<file path="config.mk">
export PLATFORM = sky130hd
export DESIGN_NAME = ascii_int_parser
export DESIGN_NICKNAME = d
export VERILOG_FILES = /design/src/rtl/aoc_pkg.sv /design/src/rtl/ascii_classify.sv /design/src/rtl/ascii_int_parser.sv
export SDC_FILE = /design/constraint.sdc
export NUM_CORES = 1
export LEC_CHECK = 0
export BUFFER_PORTS_ARGS = -buffer_cell sky130_fd_sc_hd__buf_4
export CELL_PAD_IN_SITES_DETAIL_PLACEMENT = 0
export CELL_PAD_IN_SITES_GLOBAL_PLACEMENT = 2
export CORE_MARGIN = 1
export CORE_UTILIZATION = 38
export DETAILED_ROUTE_END_ITERATION = 8
export PLACE_DENSITY_LB_ADDON = 0.05
export SYNTH_ARGS = -nofsm -noshare
export SYNTH_HDL_FRONTEND = slang
export SYNTH_SLANG_ARGS = --single-unit
</file>
<file path="constraint.sdc">
create_clock -name clk -period 5.9 [get_ports clk]
set_input_delay 0.885 -clock clk [delete_from_list [all_inputs] [get_ports clk]]
set_output_delay 0.885 -clock clk [all_outputs]
set_load 0.01 [all_outputs]
</file>
<file path="src/rtl/aoc_pkg.sv">
// Shared ASCII constants and parser state type for the puzzle-input parsing blocks.
package aoc_pkg;

  localparam logic [7:0] ASCII_ZERO    = 8'h30;
  localparam logic [7:0] ASCII_NINE    = 8'h39;
  localparam logic [7:0] ASCII_NEWLINE = 8'h0A;
  localparam logic [7:0] ASCII_CR      = 8'h0D;
  localparam logic [7:0] ASCII_MINUS   = 8'h2D;

  typedef enum logic [1:0] {
    ST_IDLE,
    ST_GAP,
    ST_NUM,
    ST_DONE
  } parser_state_t;

endpackage

</file>
<file path="src/rtl/ascii_classify.sv">
// Combinational character-class decoder for the integer parser.
module ascii_classify
  import aoc_pkg::*;
(
  input  logic [7:0] in_byte,
  output logic       is_digit,
  output logic [3:0] digit,
  output logic       is_newline,
  output logic       is_cr,
  output logic       is_minus
);

  // The low nibble of '0'..'9' is the digit value itself; it is only meaningful when is_digit is set.
  always_comb begin
    is_digit   = (in_byte >= ASCII_ZERO) && (in_byte <= ASCII_NINE);
    digit      = in_byte[3:0];
    is_newline = (in_byte == ASCII_NEWLINE);
    is_cr      = (in_byte == ASCII_CR);
    is_minus   = (in_byte == ASCII_MINUS);
  end

endmodule

</file>
<file path="src/rtl/ascii_int_parser.sv">
// Streams ASCII bytes into decimal integer tokens with line and file boundary flags.
// Define PARSER_SIGNED_EN to accept a leading '-' and emit two's-complement negatives.
module ascii_int_parser
  import aoc_pkg::*;
#(
  parameter int BIT_WIDTH = 32
) (
  input  logic                 clk,
  input  logic                 rst,
  input  logic                 in_valid,
  input  logic [7:0]           in_byte,
  input  logic                 in_last,
  output logic                 in_ready,
  output logic                 out_valid,
  output logic [BIT_WIDTH-1:0] out_data,
  output logic                 out_eol,
  output logic                 out_blank,
  output logic                 out_last,
  input  logic                 out_full,
  output logic                 err_overflow,
  output logic [31:0]          token_count
);

  localparam int WIDE = BIT_WIDTH + 4;

  parser_state_t        state, state_next;
  logic [BIT_WIDTH-1:0] acc, acc_next, acc_base, emit_value;
  logic [WIDE-1:0]      acc_wide;
  logic                 is_digit, is_newline, is_cr, is_minus;
  logic [3:0]           digit;
  logic                 byte_fire, tok_fire, active;
  logic                 emit, emit_eol, emit_blank, emit_last, ovf_hit;

  ascii_classify u_classify (
    .in_byte    (in_byte),
    .is_digit   (is_digit),
    .digit      (digit),
    .is_newline (is_newline),
    .is_cr      (is_cr),
    .is_minus   (is_minus)
  );

  // DONE swallows everything, so it never needs to wait for the token slot.
  assign in_ready  = (state == ST_DONE) || !out_valid || !out_full;
  assign byte_fire = in_valid && in_ready;
  assign tok_fire  = out_valid && !out_full;
  assign active    = byte_fire && (state != ST_DONE) && (in_last || !is_cr);

  always_ff @(posedge clk) begin
    if (rst) begin
      state <= ST_IDLE;
      acc   <= '0;
    end else begin
      state <= state_next;
      acc   <= acc_next;
    end
  end

  always_comb begin
    state_next = state;
    if (active) begin
      if (in_last)
        state_next = ST_DONE;
      else if (is_digit)
        state_next = ST_NUM;
      else if (is_newline)
        state_next = ST_IDLE;
      else if (state == ST_NUM)
        state_next = ST_GAP;
    end
  end

  // The widened product can never wrap, so any bit above BIT_WIDTH is a genuine overflow.
  always_comb begin
    acc_base   = (state == ST_NUM) ? acc : '0;
    acc_wide   = {4'd0, acc_base} * WIDE'(10) + WIDE'(digit);
    acc_next   = acc;
    ovf_hit    = 1'b0;
    emit       = 1'b0;
    emit_eol   = 1'b0;
    emit_blank = 1'b0;
    emit_last  = 1'b0;
    if (active) begin
      if (is_digit) begin
        acc_next = acc_wide[BIT_WIDTH-1:0];
        ovf_hit  = |acc_wide[WIDE-1:BIT_WIDTH];
      end
      if (in_last) begin
        emit       = 1'b1;
        emit_eol   = 1'b1;
        emit_last  = 1'b1;
        emit_blank = !is_digit && (state != ST_NUM);
      end else if (is_newline) begin
        emit       = (state != ST_GAP);
        emit_eol   = 1'b1;
        emit_blank = (state == ST_IDLE);
      end else if (!is_digit && (state == ST_NUM)) begin
        emit = 1'b1;
      end
    end
  end

`ifdef PARSER_SIGNED_EN
  logic neg, neg_next;

  // A sign only survives until the next non-digit; a digit carries it into the number.
  always_comb begin
    neg_next = neg;
    if (active) begin
      if (is_minus && (state != ST_NUM) && !in_last)
        neg_next = 1'b1;
      else if (!is_digit)
        neg_next = 1'b0;
    end
  end

  always_ff @(posedge clk) begin
    if (rst)
      neg <= 1'b0;
    else
      neg <= neg_next;
  end

  assign emit_value = neg ? -acc_next : acc_next;
`else
  logic unused_minus;
  assign unused_minus = is_minus;
  assign emit_value   = acc_next;
`endif

  always_ff @(posedge clk) begin
    if (rst) begin
      out_valid    <= 1'b0;
      out_data     <= '0;
      out_eol      <= 1'b0;
      out_blank    <= 1'b0;
      out_last     <= 1'b0;
      err_overflow <= 1'b0;
      token_count  <= '0;
    end else begin
      if (emit) begin
        out_valid <= 1'b1;
        out_data  <= emit_blank ? '0 : emit_value;
        out_eol   <= emit_eol;
        out_blank <= emit_blank;
        out_last  <= emit_last;
      end else if (tok_fire) begin
        out_valid <= 1'b0;
      end
      if (ovf_hit)
        err_overflow <= 1'b1;
      if (tok_fire)
        token_count <= token_count + 32'd1;
    end
  end

endmodule

</file>
## Yosys cells after proc, flatten, opt, wreduce, memory -nomap -nowiden

Cells that the tools add are included.

- Bits of input ports: 13
- Logic and storage cells: 64
- Register bits after elaboration: 103
- Output and inout port bits: 70

- Add/subtract/negate cells: 2
- Reduce and logical (&&, ||, !) cells: 19
- $lt $le $gt $ge: 2
- Equal/unequal tests: 7
- Muxes and demuxes: 24
- $mul: 1

Operator list:

| kind | count |
|---|---|
| $mux 32 | 4 |
| $add 36x4->36 | 1 |
| $mul 32x3->35 const B | 1 |
| $add 32x1->32 const B | 1 |
| $eq 8x4->1 const B | 2 |
| $mux 1 | 16 |
| $ge 8x6->1 const B | 1 |
| $le 8x6->1 const B | 1 |
| $mux 2 | 4 |
| $logic_and 1x1->1 | 7 |
| $eq 2x2->1 const B | 2 |
| $logic_not 1->1 | 4 |
| $ne 2x2->1 const B | 2 |
| $reduce_bool 4->1 | 1 |
| $reduce_or 4->1 | 1 |
| $logic_or 1x1->1 | 3 |
| $logic_not 2->1 | 1 |
| $ne 2x1->1 const B | 1 |
| $reduce_and 2->1 | 1 |
| $reduce_bool 2->1 | 1 |

## Longest topological paths before layout

- Depth after elaboration: 9
- Gate-level depth with buffers: 18
- Gate-level depth less buffers: 14

## Hierarchy

A second synthesis with hierarchy kept.

- Cell total of the unflattened synthesis: 877
- Area total of the unflattened synthesis: 7215.7 um^2

By module, submodules not included:

| module | seq. area each (um^2) | cells each | times used | area each (um^2) |
|---|---|---|---|---|
| ascii_int_parser | 2062.0 | 863 | 1 | 7116.8 |
| ascii_classify | 0.0 | 14 | 1 | 98.8 |

## Least setup slack after synthesis

No wires, ideal clock.

- Path type: reg2reg
- From: register state[1]
- To: register out_data[24]
- Setup time: 67 ps
- Clock period less this slack: 4056 ps
- Arrival time: 3988 ps
- Buffers on the path: 2
- Setup slack: 1844 ps
- Stages on the path, launching flop included: 17
- Data required time: 5833 ps
- Path through: dfxtp_1 > buf_2 > nor2b_1 > clkbuf_1 > and2_1 > ha_1 > ha_1 > a21o_1 > a221o_1 > a21oi_1 > xor2_1 > nand4b_1 > nor3b_4 > nand3_2 > xnor2_1 > a211o_1 > a21oi_2

- Cells in the longest elaborated chain, start to end: 8
- Elaborated cells on any way between the ends: 26
- Classes of those cells: add/sub (1); mul (1); eq/ne (5); mux (11); reduce/logical (8)

Ends and longest elaborated chain:

| element | line | RTL |
|---|---|---|
| start: declaration | ascii_int_parser.sv:26 | `parser_state_t state, state_next;` |
| start signal: assignment | ascii_int_parser.sv:54 | `state <= state_next;` |
| branches (longest 8 deep; another with $add 36x4->36) | - |  |
| end signal: assignment | ascii_int_parser.sv:143 | `out_data <= emit_blank ? '0 : emit_value;` |
| end: declaration | ascii_int_parser.sv:15 | `output logic [BIT_WIDTH-1:0] out_data,` |

Several ways; the timed one is not identified.
A chain may end at the register's enable or synchronous reset.

## Worst setup path in the final report

- From: register state[1]
- To: register acc[29]

- Cells in the longest elaborated chain, start to end: 7
- Elaborated cells on any way between the ends: 13
- Classes of those cells: add/sub (1); mul (1); eq/ne (3); mux (3); reduce/logical (5)

Ends and longest elaborated chain:

| element | line | RTL |
|---|---|---|
| branches (longest 6 deep; another with $add 36x4->36) | - |  |
| $mux 32 * | ascii_int_parser.sv:83 | `if (active) begin` |
| end signal: assignment | ascii_int_parser.sv:55 | `acc <= acc_next;` |
| end: declaration | ascii_int_parser.sv:27 | `logic [BIT_WIDTH-1:0] acc, acc_next, acc_base, emit_value;` |

Mark *: on every way between the ends.

==> out/metrics.csv <==
metric,value,unit
die_area,19200,µm²
grt.total_usage,20.9,%
clk_latency,0.35,ns
async_flop_share,0,%
drv_cap,0,
reg2reg_slack,1.26,ns
combPwrFrac,5.0,%
grt_pass1_vias,6231,
p_sw_share,25.0,%
syn_area,7080,µm²
drt-pass1-iter-count,5,
drc,0,
num_rows,49,
grt_max_degree,70,
final_cell_mix,"dfxtp_1, nor2_1, nand2_1, buf_4, ha_1",
ctsHtreeMaxLevel,3,
ant_nets,0,
n_fill_cell,1769,
synth_warnings,0,
antenna_found_initial,0,
drive_gt1_share,14.0,%
hpwl,15000,µm
timing_worst_setup_path_type,reg -> reg,
power_switching,0.355,mW
powerDensity,173,nW/µm²
io_buffer_count,82,
hold_buffers,0,
grt_overflow,0,
synth.distinct_cells,76,
wl,19900,µm
core-area,18100,µm²
fmax,215,MHz
fp.dieW,139,µm
nets,1000,
synth_nets,940,
setup_tns,0,ns
path_clk_slew,0.08,ns
slew-limit-headroom,23.2,%
drv_slew,0,
crit_fanout,32,
area.growth.synth_to_final,15.6,%
cp-end-kind,flip-flop,
period_share,78.7,%
whs,0.455,ns
vias,6479,
vdd_drop_max,0.000123,V
fp.dieH,139,µm
post_cts_buffers,0,
critPathRequiredTime,6.11,ns
root_buffer,clkbuf_16,
p_leak,3.43,nW
clock_skew,0.00752,ns
vias_per_cell,5.59,
place_ws,1.32,ns
synth_seq_cells,103,
worstMarginPinSlew,1.15,ns
cts_buffers,9,
period_needed,4.64,ns
cts_buffer_depth,2,
synth_ff_type,dfxtp_1,
pin_count,83,
layout_setup_ws,1.26,ns
wl_per_cell,17.2,µm
gp_congestion,0.865,
yosysSeqAreaShare,29.1,%
cts_tree,yes,
cts.repair.resized,0,
setup_viol,0,
cts.sink_count,103,
status,"complete, no violations",
hp-class,reg -> reg,
layout.cells.most_common,dfxtp_1,
synthCells,865,
p_seq_share,49.7,%
drtIter0Drc,327,
clkPwrFrac,45.3,%
grt_pass1_wl,32300,µm
p_int,1.06,mW
initial_core_util,39.2,%
yosysTopAreaCell,dfxtp_1,
worstPathArrival,4.85,ns
synth_area_leaders,"dfxtp_1, ha_1, nor2_1",
postSynthAreaPerCell,8.19,µm²
diodes,0,
synth_top_area_share,29.1,%
grt_setup_unrepaired,no,
synth_edf_count,0,
hold_viol,0,
startpoint_type,flip-flop,
[critical path, cell delays in order, from the launching register on]
cell and delay, ns:
dfxtp_1 0.46, nor2b_1 0.16, buf_4 0.30, and2_1 0.21, ha_1 0.25, ha_1 0.38
a21o_1 0.26, a31o_1 0.26, o211ai_1 0.43, a41oi_1 0.30, xnor2_1 0.25, nor4b_2 0.50
nand4_2 0.24, nor2_1 0.16, xor2_1 0.22, a21oi_1 0.10
[synth_stat cells, types with 7 or more instances]
cell type / instances
nand2_1: 86
clkbuf_1: 29
nand3_1: 21
and3_1: 12
xnor2_1: 31
nor3_1: 16
nand4_1: 13
a21oi_1: 55
a211oi_1: 14
ha_1: 61
xor2_1: 39
o211ai_1: 9
nor2_1: 98
or3_1: 10
and4_1: 7
nand2b_1: 9
a22o_1: 22
inv_1: 11
dfxtp_1: 103
and2_1: 43
mux2i_1: 7
a21o_1: 13
nor2b_1: 11
o21ai_0: 35
o21ai_1: 13
[metrics by stage]
stage	power (mW)	instances	util, %	instance area [µm²]
6_report	1.42	1159	45.3	8190
5_1_grt	1.48	1159	45.3	8190
4_1_cts	1.44	1159	45.3	8190
3_5_place_dp	0.794	1143	43.5	7870
3_3_place_gp	0.793	1143	43.5	7870
2_1_floorplan	0.764	865	-	7080
[area by class of cell]
cell class                      count  area (µm²)  share of cell area, %
Timing Repair Buffer               86         646                   7.89
Multi-Input combinational cell    714        4830                   59.0
Sequential cell                   103        2060                   25.2
Tap cell                          229         287                   3.50
Clock buffer                        9         225                   2.75
Inverter                           11        41.3                  0.504
Clock inverter                      7        92.6                   1.13
[cell families (layout without fill, tap and decap cells)]
group	after synthesis	after routing	share of synthesized area, %
AO/OA/AOI/OAI	207	207	19.7
adder cells (fa/ha/maj)	63	63	11.2
flip-flops	103	103	29.1
AND/OR/NAND/NOR	367	367	27.6
buffers and inverters	48	113	2.74
multiplexers	7	7	0.989
XOR/XNOR	70	70	8.66
[power groups by stage]
stage | Sequential (mW) | Combinational (mW) | Clock (mW)
floorplan | 0.722 | 0.0425 | 0
global placement | 0.722 | 0.0708 | 0
detailed placement | 0.722 | 0.0717 | 0
CTS | 0.706 | 0.0716 | 0.663
global route | 0.707 | 0.0787 | 0.690
finish | 0.706 | 0.0712 | 0.643
[sequential cells by signal, indices dropped and copies added (netlist names)]
| name | flops |
|---|---|
| state | 2 |
| out_last | 1 |
| out_valid | 1 |
| token_count | 32 |
| err_overflow | 1 |
| out_blank | 1 |
| out_data | 32 |
| out_eol | 1 |
| acc | 32 |
[layer usage]
layer,routed length [µm],track usage (%)
met1,9910,28.2
met3,619,3.12
met4,306,6.80
met5,0,0
met2,9070,34.2
[final timing paths]
path                                             endpoint                       from  depth (start not counted)
worst min-delay path            out_data[19]$_SDFFE_PP0P_  out_data[19]$_SDFFE_PP0P_                          2
worst max-delay path                   acc[29]$_SDFF_PP0_      state[1]$_SDFFE_PP0P_                         15
worst max register to register         acc[29]$_SDFF_PP0_      state[1]$_SDFFE_PP0P_                         15
worst min register to register  out_data[19]$_SDFFE_PP0P_  out_data[19]$_SDFFE_PP0P_                          2
(Power assumes the default switching activity.)
